## src/rtl/textlcd_pkg.sv

```systemverilog
// State encoding and HD44780 command bytes shared by the text-LCD controller.
package textlcd_pkg;

  typedef enum logic [2:0] {
    S_PWRUP, S_FUNC, S_DISP, S_ENTRY, S_CLEAR, S_ADDR, S_CHAR, S_IDLE
  } state_t;

  localparam logic [7:0] CMD_FUNC_2L = 8'h38;
  localparam logic [7:0] CMD_FUNC_1L = 8'h30;
  localparam logic [7:0] CMD_DISP_ON = 8'h0C;
  localparam logic [7:0] CMD_ENTRY   = 8'h06;
  localparam logic [7:0] CMD_CLEAR   = 8'h01;
  localparam logic [7:0] DDRAM_L0    = 8'h80;
  localparam logic [7:0] DDRAM_L1    = 8'hC0;
  localparam logic [7:0] ASCII_SPACE = 8'h20;

  function automatic logic [7:0] func_cmd(input int lines);
    return (lines == 2) ? CMD_FUNC_2L : CMD_FUNC_1L;
  endfunction

endpackage

```

## src/rtl/textlcd_tick.sv

```systemverilog
// Free-running divider: one-cycle tick strobe every DIV clocks, first one DIV clocks after reset.
module textlcd_tick #(
  parameter int DIV = 500000
) (
  input  logic clk,
  input  logic rst,
  output logic tick
);

  localparam int CW = $clog2(DIV);
  localparam logic [CW-1:0] LAST = CW'(DIV - 1);

  logic [CW-1:0] cnt;

  always_ff @(posedge clk) begin
    if (!rst)              cnt <= '0;
    else if (cnt == LAST)  cnt <= '0;
    else                   cnt <= cnt + 1'b1;
  end

  assign tick = (cnt == LAST);

endmodule

```

## src/rtl/textlcd_buf.sv

```systemverilog
// HD44780 text-LCD controller: runs the init sequence, then repaints the panel from an
// internal LINES x COLS buffer whenever it is written or after REFRESH_WAIT idle ticks.
module textlcd_buf
  import textlcd_pkg::*;
#(
  parameter int DIV          = 500000,
  parameter int LINES        = 2,
  parameter int COLS         = 16,
  parameter int INIT_WAIT    = 70,
  parameter int CLR_WAIT     = 2,
  parameter int REFRESH_WAIT = 400
) (
  input  logic       clk,
  input  logic       rst,
  input  logic       wr_en,
  input  logic       wr_line,
  input  logic [5:0] wr_col,
  input  logic [7:0] wr_char,
  output logic       ready,
  output logic       busy,
  output logic       lcd_e,
  output logic       lcd_rs,
  output logic       lcd_rw,
  output logic [7:0] lcd_data
);

  localparam int NCELL = LINES * COLS;
  localparam int AW    = (NCELL > 1) ? $clog2(NCELL) : 1;
  localparam int DEPTH = 1 << AW;
  localparam int CW    = 16;

  localparam logic [CW-1:0] INIT_LAST = CW'((INIT_WAIT    > 0) ? INIT_WAIT    - 1 : 0);
  localparam logic [CW-1:0] CLR_LAST  = CW'((CLR_WAIT     > 0) ? CLR_WAIT     - 1 : 0);
  localparam logic [CW-1:0] REFR_LAST = CW'((REFRESH_WAIT > 0) ? REFRESH_WAIT - 1 : 0);
  localparam logic [5:0]    COL_LAST  = 6'(COLS - 1);
  localparam logic          LINE_LAST = 1'(LINES - 1);

  function automatic logic [AW-1:0] cell_addr(input logic ln, input logic [5:0] cl);
    return AW'(int'(ln) * COLS + int'(cl));
  endfunction

  logic          tick;
  logic [7:0]    cells [DEPTH];
  state_t        state;
  logic [1:0]    phase;
  logic [CW-1:0] cnt;
  logic          line;
  logic [5:0]    col;
  logic          dirty;
  logic          wr_ok;
  logic          slot_rs;
  logic [7:0]    slot_dat;

  textlcd_tick #(.DIV(DIV)) u_tick (
    .clk  (clk),
    .rst  (rst),
    .tick (tick)
  );

  assign wr_ok  = wr_en && (int'(wr_col) < COLS) && (LINES == 2 || !wr_line);
  assign lcd_rw = 1'b0;

  // Byte and register select for the slot the current state sends.
  always_comb begin
    slot_rs  = 1'b0;
    slot_dat = 8'h00;
    case (state)
      S_FUNC:  slot_dat = func_cmd(LINES);
      S_DISP:  slot_dat = CMD_DISP_ON;
      S_ENTRY: slot_dat = CMD_ENTRY;
      S_CLEAR: slot_dat = CMD_CLEAR;
      S_ADDR:  slot_dat = line ? DDRAM_L1 : DDRAM_L0;
      S_CHAR: begin
        slot_rs  = 1'b1;
        slot_dat = cells[cell_addr(line, col)];
      end
      default: ;
    endcase
  end

  always_ff @(posedge clk) begin
    if (!rst) begin
      state    <= S_PWRUP;
      phase    <= 2'd0;
      cnt      <= '0;
      line     <= 1'b0;
      col      <= 6'd0;
      dirty    <= 1'b0;
      ready    <= 1'b0;
      busy     <= 1'b0;
      lcd_e    <= 1'b0;
      lcd_rs   <= 1'b0;
      lcd_data <= 8'h00;
      for (int i = 0; i < DEPTH; i++) cells[AW'(i)] <= ASCII_SPACE;
    end else begin
      if (wr_ok) cells[cell_addr(wr_line, wr_col)] <= wr_char;

      if (tick) begin
        case (state)
          S_PWRUP: begin
            if (cnt >= INIT_LAST) begin
              cnt   <= '0;
              state <= S_FUNC;
            end else begin
              cnt <= cnt + 1'b1;
            end
          end
          S_IDLE: begin
            lcd_e  <= 1'b0;
            lcd_rs <= 1'b0;
            if (dirty || cnt >= REFR_LAST) begin
              cnt   <= '0;
              line  <= 1'b0;
              busy  <= 1'b1;
              dirty <= 1'b0;
              state <= S_ADDR;
            end else begin
              cnt <= cnt + 1'b1;
            end
          end
          default: begin
            // Three-tick slot; phase 3 is only used for the post-clear wait.
            case (phase)
              2'd0: begin
                lcd_e    <= 1'b0;
                lcd_rs   <= slot_rs;
                lcd_data <= slot_dat;
                phase    <= 2'd1;
              end
              2'd1: begin
                lcd_e <= 1'b1;
                phase <= 2'd2;
              end
              2'd2: begin
                lcd_e <= 1'b0;
                phase <= 2'd0;
                case (state)
                  S_FUNC:  state <= S_DISP;
                  S_DISP:  state <= S_ENTRY;
                  S_ENTRY: state <= S_CLEAR;
                  S_CLEAR: begin
                    if (CLR_WAIT == 0) begin
                      ready <= 1'b1;
                      busy  <= 1'b1;
                      dirty <= 1'b0;
                      line  <= 1'b0;
                      state <= S_ADDR;
                    end else begin
                      phase <= 2'd3;
                    end
                  end
                  S_ADDR: begin
                    col   <= 6'd0;
                    state <= S_CHAR;
                  end
                  S_CHAR: begin
                    if (col == COL_LAST) begin
                      if (line == LINE_LAST) begin
                        busy  <= 1'b0;
                        cnt   <= '0;
                        state <= S_IDLE;
                      end else begin
                        line  <= 1'b1;
                        state <= S_ADDR;
                      end
                    end else begin
                      col <= col + 6'd1;
                    end
                  end
                  default: ;
                endcase
              end
              default: begin
                if (cnt >= CLR_LAST) begin
                  cnt   <= '0;
                  phase <= 2'd0;
                  ready <= 1'b1;
                  busy  <= 1'b1;
                  dirty <= 1'b0;
                  line  <= 1'b0;
                  state <= S_ADDR;
                end else begin
                  cnt <= cnt + 1'b1;
                end
              end
            endcase
          end
        endcase
      end

      // A write landing on the same edge as frame start must still force one more frame.
      if (wr_ok) dirty <= 1'b1;
    end
  end

endmodule

```

## config.mk

```make
export PLATFORM = sky130hd
export DESIGN_NAME = textlcd_buf
export DESIGN_NICKNAME = d
export VERILOG_FILES = /design/src/rtl/textlcd_pkg.sv /design/src/rtl/textlcd_tick.sv /design/src/rtl/textlcd_buf.sv
export SDC_FILE = /design/constraint.sdc
export NUM_CORES = 1
export LEC_CHECK = 0
export ABC_AREA = 1
export CORE_MARGIN = 2
export CORE_UTILIZATION = 35
export DETAILED_ROUTE_END_ITERATION = 10
export GPL_TIMING_DRIVEN = 0
export SYNTH_ARGS = -nofsm -noshare
export SYNTH_HDL_FRONTEND = slang
export SYNTH_SLANG_ARGS = --single-unit
```

## constraint.sdc

```tcl
create_clock -name clk -period 2.8 [get_ports clk]
set_input_delay 0.42 -clock clk [delete_from_list [all_inputs] [get_ports clk]]
set_output_delay 0.42 -clock clk [all_outputs]
set_load 0.02 [all_outputs]
```

==> summary.txt, run 1 <==
Timing
  – FMAX: slightly above 400 MHz
  – Unrepaired setup endpoints after global routing: no
  – Max-slew violations: 0
  – Hold_ws: 331 ps
  – Worst Tran Pin Value: 858 ps
  – Worst Skew: roughly 21 ps
  – Final setup violation count: 0
  – Minimum clock period: 2480 ps
  – Worst relative slew slack: approximately 43%
  – Final Hold Vio Count: 0
  – Fin crit share: between 80% and 90%
  – Setup TNS: 0 ps

Power
  – Peak VDD IR: 0.000423 V
  – PwrDens: 625 nW/um^2
  – Leakage: roughly 6.6 nW

Synth
  – Post-synthesis sequential area ratio: 59.3%
  – Synth unique cells: 41
  – Primary FF master, synth: edfxtp_1
  – Largest family of logic cells by synthesized area: simple AND/OR/NAND/NOR gates
  – Xor and xnor fraction of the mapped netlist area: less than 1%
  – Async set or reset register ratio after synthesis: 0%
  – Mux cell area share after synthesis: 0%
  – Number of synthesized flops with an enable pin: 256
  – Number of synthesized register bits: 316
  – Post-synthesis cell area: ~15000 sq um
  – Syn Nets: 1706
  – Synth Area in Compound Gates: 5.95%
  – Simple-gate share of the synthesized area: 27.9%
  – Synth Instances: around 1700
  – Syn Area/Cell: between 8 and 9 sq um
  – Ys Warns: 0
  – Adder-Cell Fraction of Synth Area: 0.418%

Detailed routing
  – First-pass DRT Iterations: 5
  – Initial DRC count: ~1300
  – Drc violations: 0
  – WL/cell: 19.3 microns
  – Antenna-violating nets left: 0
  – Routed wire length: 44800 microns
  – Average vias per placed instance: 5.23
  – DR vias: 12100

Worst setup path
  – Crit Path Category: primary input to flop
  – CP peak stage delay: 430 ps
  – Slowest-stage cell, CP: clkdlybuf4s50_1
  – CP Data Arrival Time: 2660 ps
  – Largest delay share family, worst path: simple AND/OR/NAND/NOR gates
  – Crit Path Max Fanout: 8
  – Critical Path Start Type: primary input
  – Worst path cell trace: clkdlybuf4s50_1 -> nor2_1 -> nand3_1 -> nor3_1 -> inv_1 -> nor2_1 -> inv_1 -> nand2_1
  – Crit end category: flop
  – CP Data Required Time: ~3000 ps
  – CP Buf/Inv Count: 3

CTS
  – CTS Hold Buffers Added: 0
  – Clock root buffer: clkbuf_16
  – Post_cts resized: 0
  – Number of CTS-inserted buffers: 37
  – Clk buf depth: 3
  – CTS sink count: about 320
  – Insertion delay of the later-clocked pin in the worst-skew pair: approximately 540 ps
  – CTS tree: built
  – Clock transition at path regs: 60 ps
  – CTS HTree Levels: 2
  – Setup bufs post-CTS: 0

Placement
  – Global placer's final weighted congestion: roughly 0.89
  – Hpwl dp: ~32000 microns
  – Placed inst area: 15900 sq um
  – Port bufs: 28

Layout
  – Final Core Density: between 40% and 50%
  – N_diodes: 0
  – Synth-to-Final Area Change: 14.7%
  – Commonest non-fill, non-tap cell in the layout: nand2_1
  – Cell area after layout: 17200 sq um
  – Final net count: around 1800
  – Filler cells: 4183
  – Fraction of layout instances using a drive strength above 1: between 7 and 8%
  – Most frequent cells in the layout: nand2_1 (429), nor2_1 (347), edfxtp_1 (256)

Global routing
  – Initial antenna violation count: 0
  – Total track usage: 20.3%
  – Largest net degree at the start of global routing: 14
  – Global-route wire length before repair: around 68000 microns
  – Vias in the first global route: 11900
  – Overflow after GRT: 0

Floorplan
  – Core Region: 42100 sq um
  – Die W: about 210 microns
  – Number of top-level pins: 31
  – Initial core utilization: between 30% and 40%
  – FP Rows: 75
  – Die area: approximately 44000 sq um
  – Die Y-Extent: between 200 and 250 microns

Worst hold path
  – Hold Crit Class: primary input to flop

Flow run
  – Max cap viols: 0

Outcome
  – Status: completed
-- stage by stage --
step | cells | setup slack, ps | power, mW
after floorplan | 1683 | 997 | 5.63
after global placement | 2250 | -179 | 5.81
after detailed placement | 2250 | -163 | 5.83
after CTS | 2316 | 386 | 10.8
after global routing | 2316 | 84.3 | 11.0
final | 2316 | 322 | 10.7
-- area by class of cell --
cell class | instances | area, sq um | share of cell area (%)
flip-flops and latches | 316 | 8890 | 51.7
multi-input cells | 1163 | 5260 | 30.6
clock buffers | 47 | 1020 | 5.91
well taps | 539 | 674 | 3.93
inverters | 120 | 450 | 2.62
plain buffers | 84 | 384 | 2.24
repair buffers | 28 | 280 | 1.63
clock inverters | 19 | 226 | 1.32
-- cells in the mapped netlist, types with 2 or more instances --
master | number | area, sq um
nand3_4 | 2 | 35.0
buf_6 | 3 | 33.8
nand2_1 | 429 | 1610
nor2_1 | 347 | 1300
o21ai_0 | 22 | 110
dfxtp_1 | 60 | 1200
nand3_1 | 138 | 691
buf_1 | 9 | 33.8
xor2_1 | 9 | 78.8
nor3_2 | 4 | 40.0
a31oi_1 | 3 | 18.8
buf_4 | 2 | 15.0
a21boi_0 | 24 | 180
clkbuf_1 | 39 | 146
edfxtp_1 | 256 | 7690
nand2_4 | 4 | 45.0
buf_2 | 31 | 155
xnor2_1 | 5 | 43.8
a21oi_1 | 71 | 355
inv_1 | 108 | 405
nand2_2 | 8 | 50.1
nor2_4 | 2 | 22.5
ha_1 | 5 | 62.6
nand4_1 | 13 | 81.3
inv_2 | 11 | 41.3
nor3_1 | 20 | 100
o211ai_1 | 24 | 180
nor3b_1 | 5 | 37.5
nor2_2 | 9 | 56.3
nand3b_1 | 9 | 67.6
-- routing by layer --
layer / up-vias / wire (microns) / global-route usage, %
met5: - / 0 / 0
met4: 0 / 1720 / 7.82
met3: 99 / 3480 / 3.76
met2: 481 / 20700 / 33.3
met1: 5818 / 18900 / 26.9
li1: 5705 / - / -
-- cell families (layout without fill, tap and decap cells) --
logic type | count (synthesis) | after routing
flops | 316 | 316
xor+xnor | 14 | 14
buf+inv | 204 | 298
fa+ha+maj | 5 | 5
simple gates | 994 | 994
compound gates | 149 | 149
other cells | 1 | 1
-- registers in the layout, summed over array words and instances, names as in the netlist --
signal	cells
cells	256
u_tick.cnt	19
cnt	16
lcd_data	8
col	6
state	3
phase	2
busy	1
dirty	1
lcd_e	1
lcd_rs	1
line	1
ready	1
-- worst min-delay path: cells and delay by family --
kind                   cells  cell delay [ps]
and+or+nand+nor            1               50
buffers and inverters      1              210
AOI/OAI and AO/OA          1              130
-- power breakdown --
group          leakage (nW)  switching (mW)  internal, mW
clock                 0.606            2.04          2.96
combinational          3.03           0.319        0.0934
sequential             2.93          0.0581          5.26
total                  6.57            2.41          8.32
-- path summary, 6_finish.rpt --
| path | from | end | slack [ps] | cells past startpoint |
|---|---|---|---|---|
| worst max-delay path | wr_col[4] | cells[9][4]$_SDFFCE_PN0P_ | 320 | 8 |
| worst max register to register | col[1]$_SDFFE_PN0P_ | lcd_data[7]$_SDFFE_PN0P_ | 390 | 10 |
| worst min register to register | cnt[15]$_SDFFE_PN0P_ | cnt[15]$_SDFFE_PN0P_ | 450 | 2 |
| worst min-delay path | rst | col[0]$_SDFFE_PN0P_ | 330 | 3 |
Power figures use the tool's default switching activity.
==> inputs of run 2 (changes only) <==
CAP_MARGIN = 0   (was not set)
==> results of run 2 <==
Same layout as run 1: the final DEF is identical, and so are final timing and power.
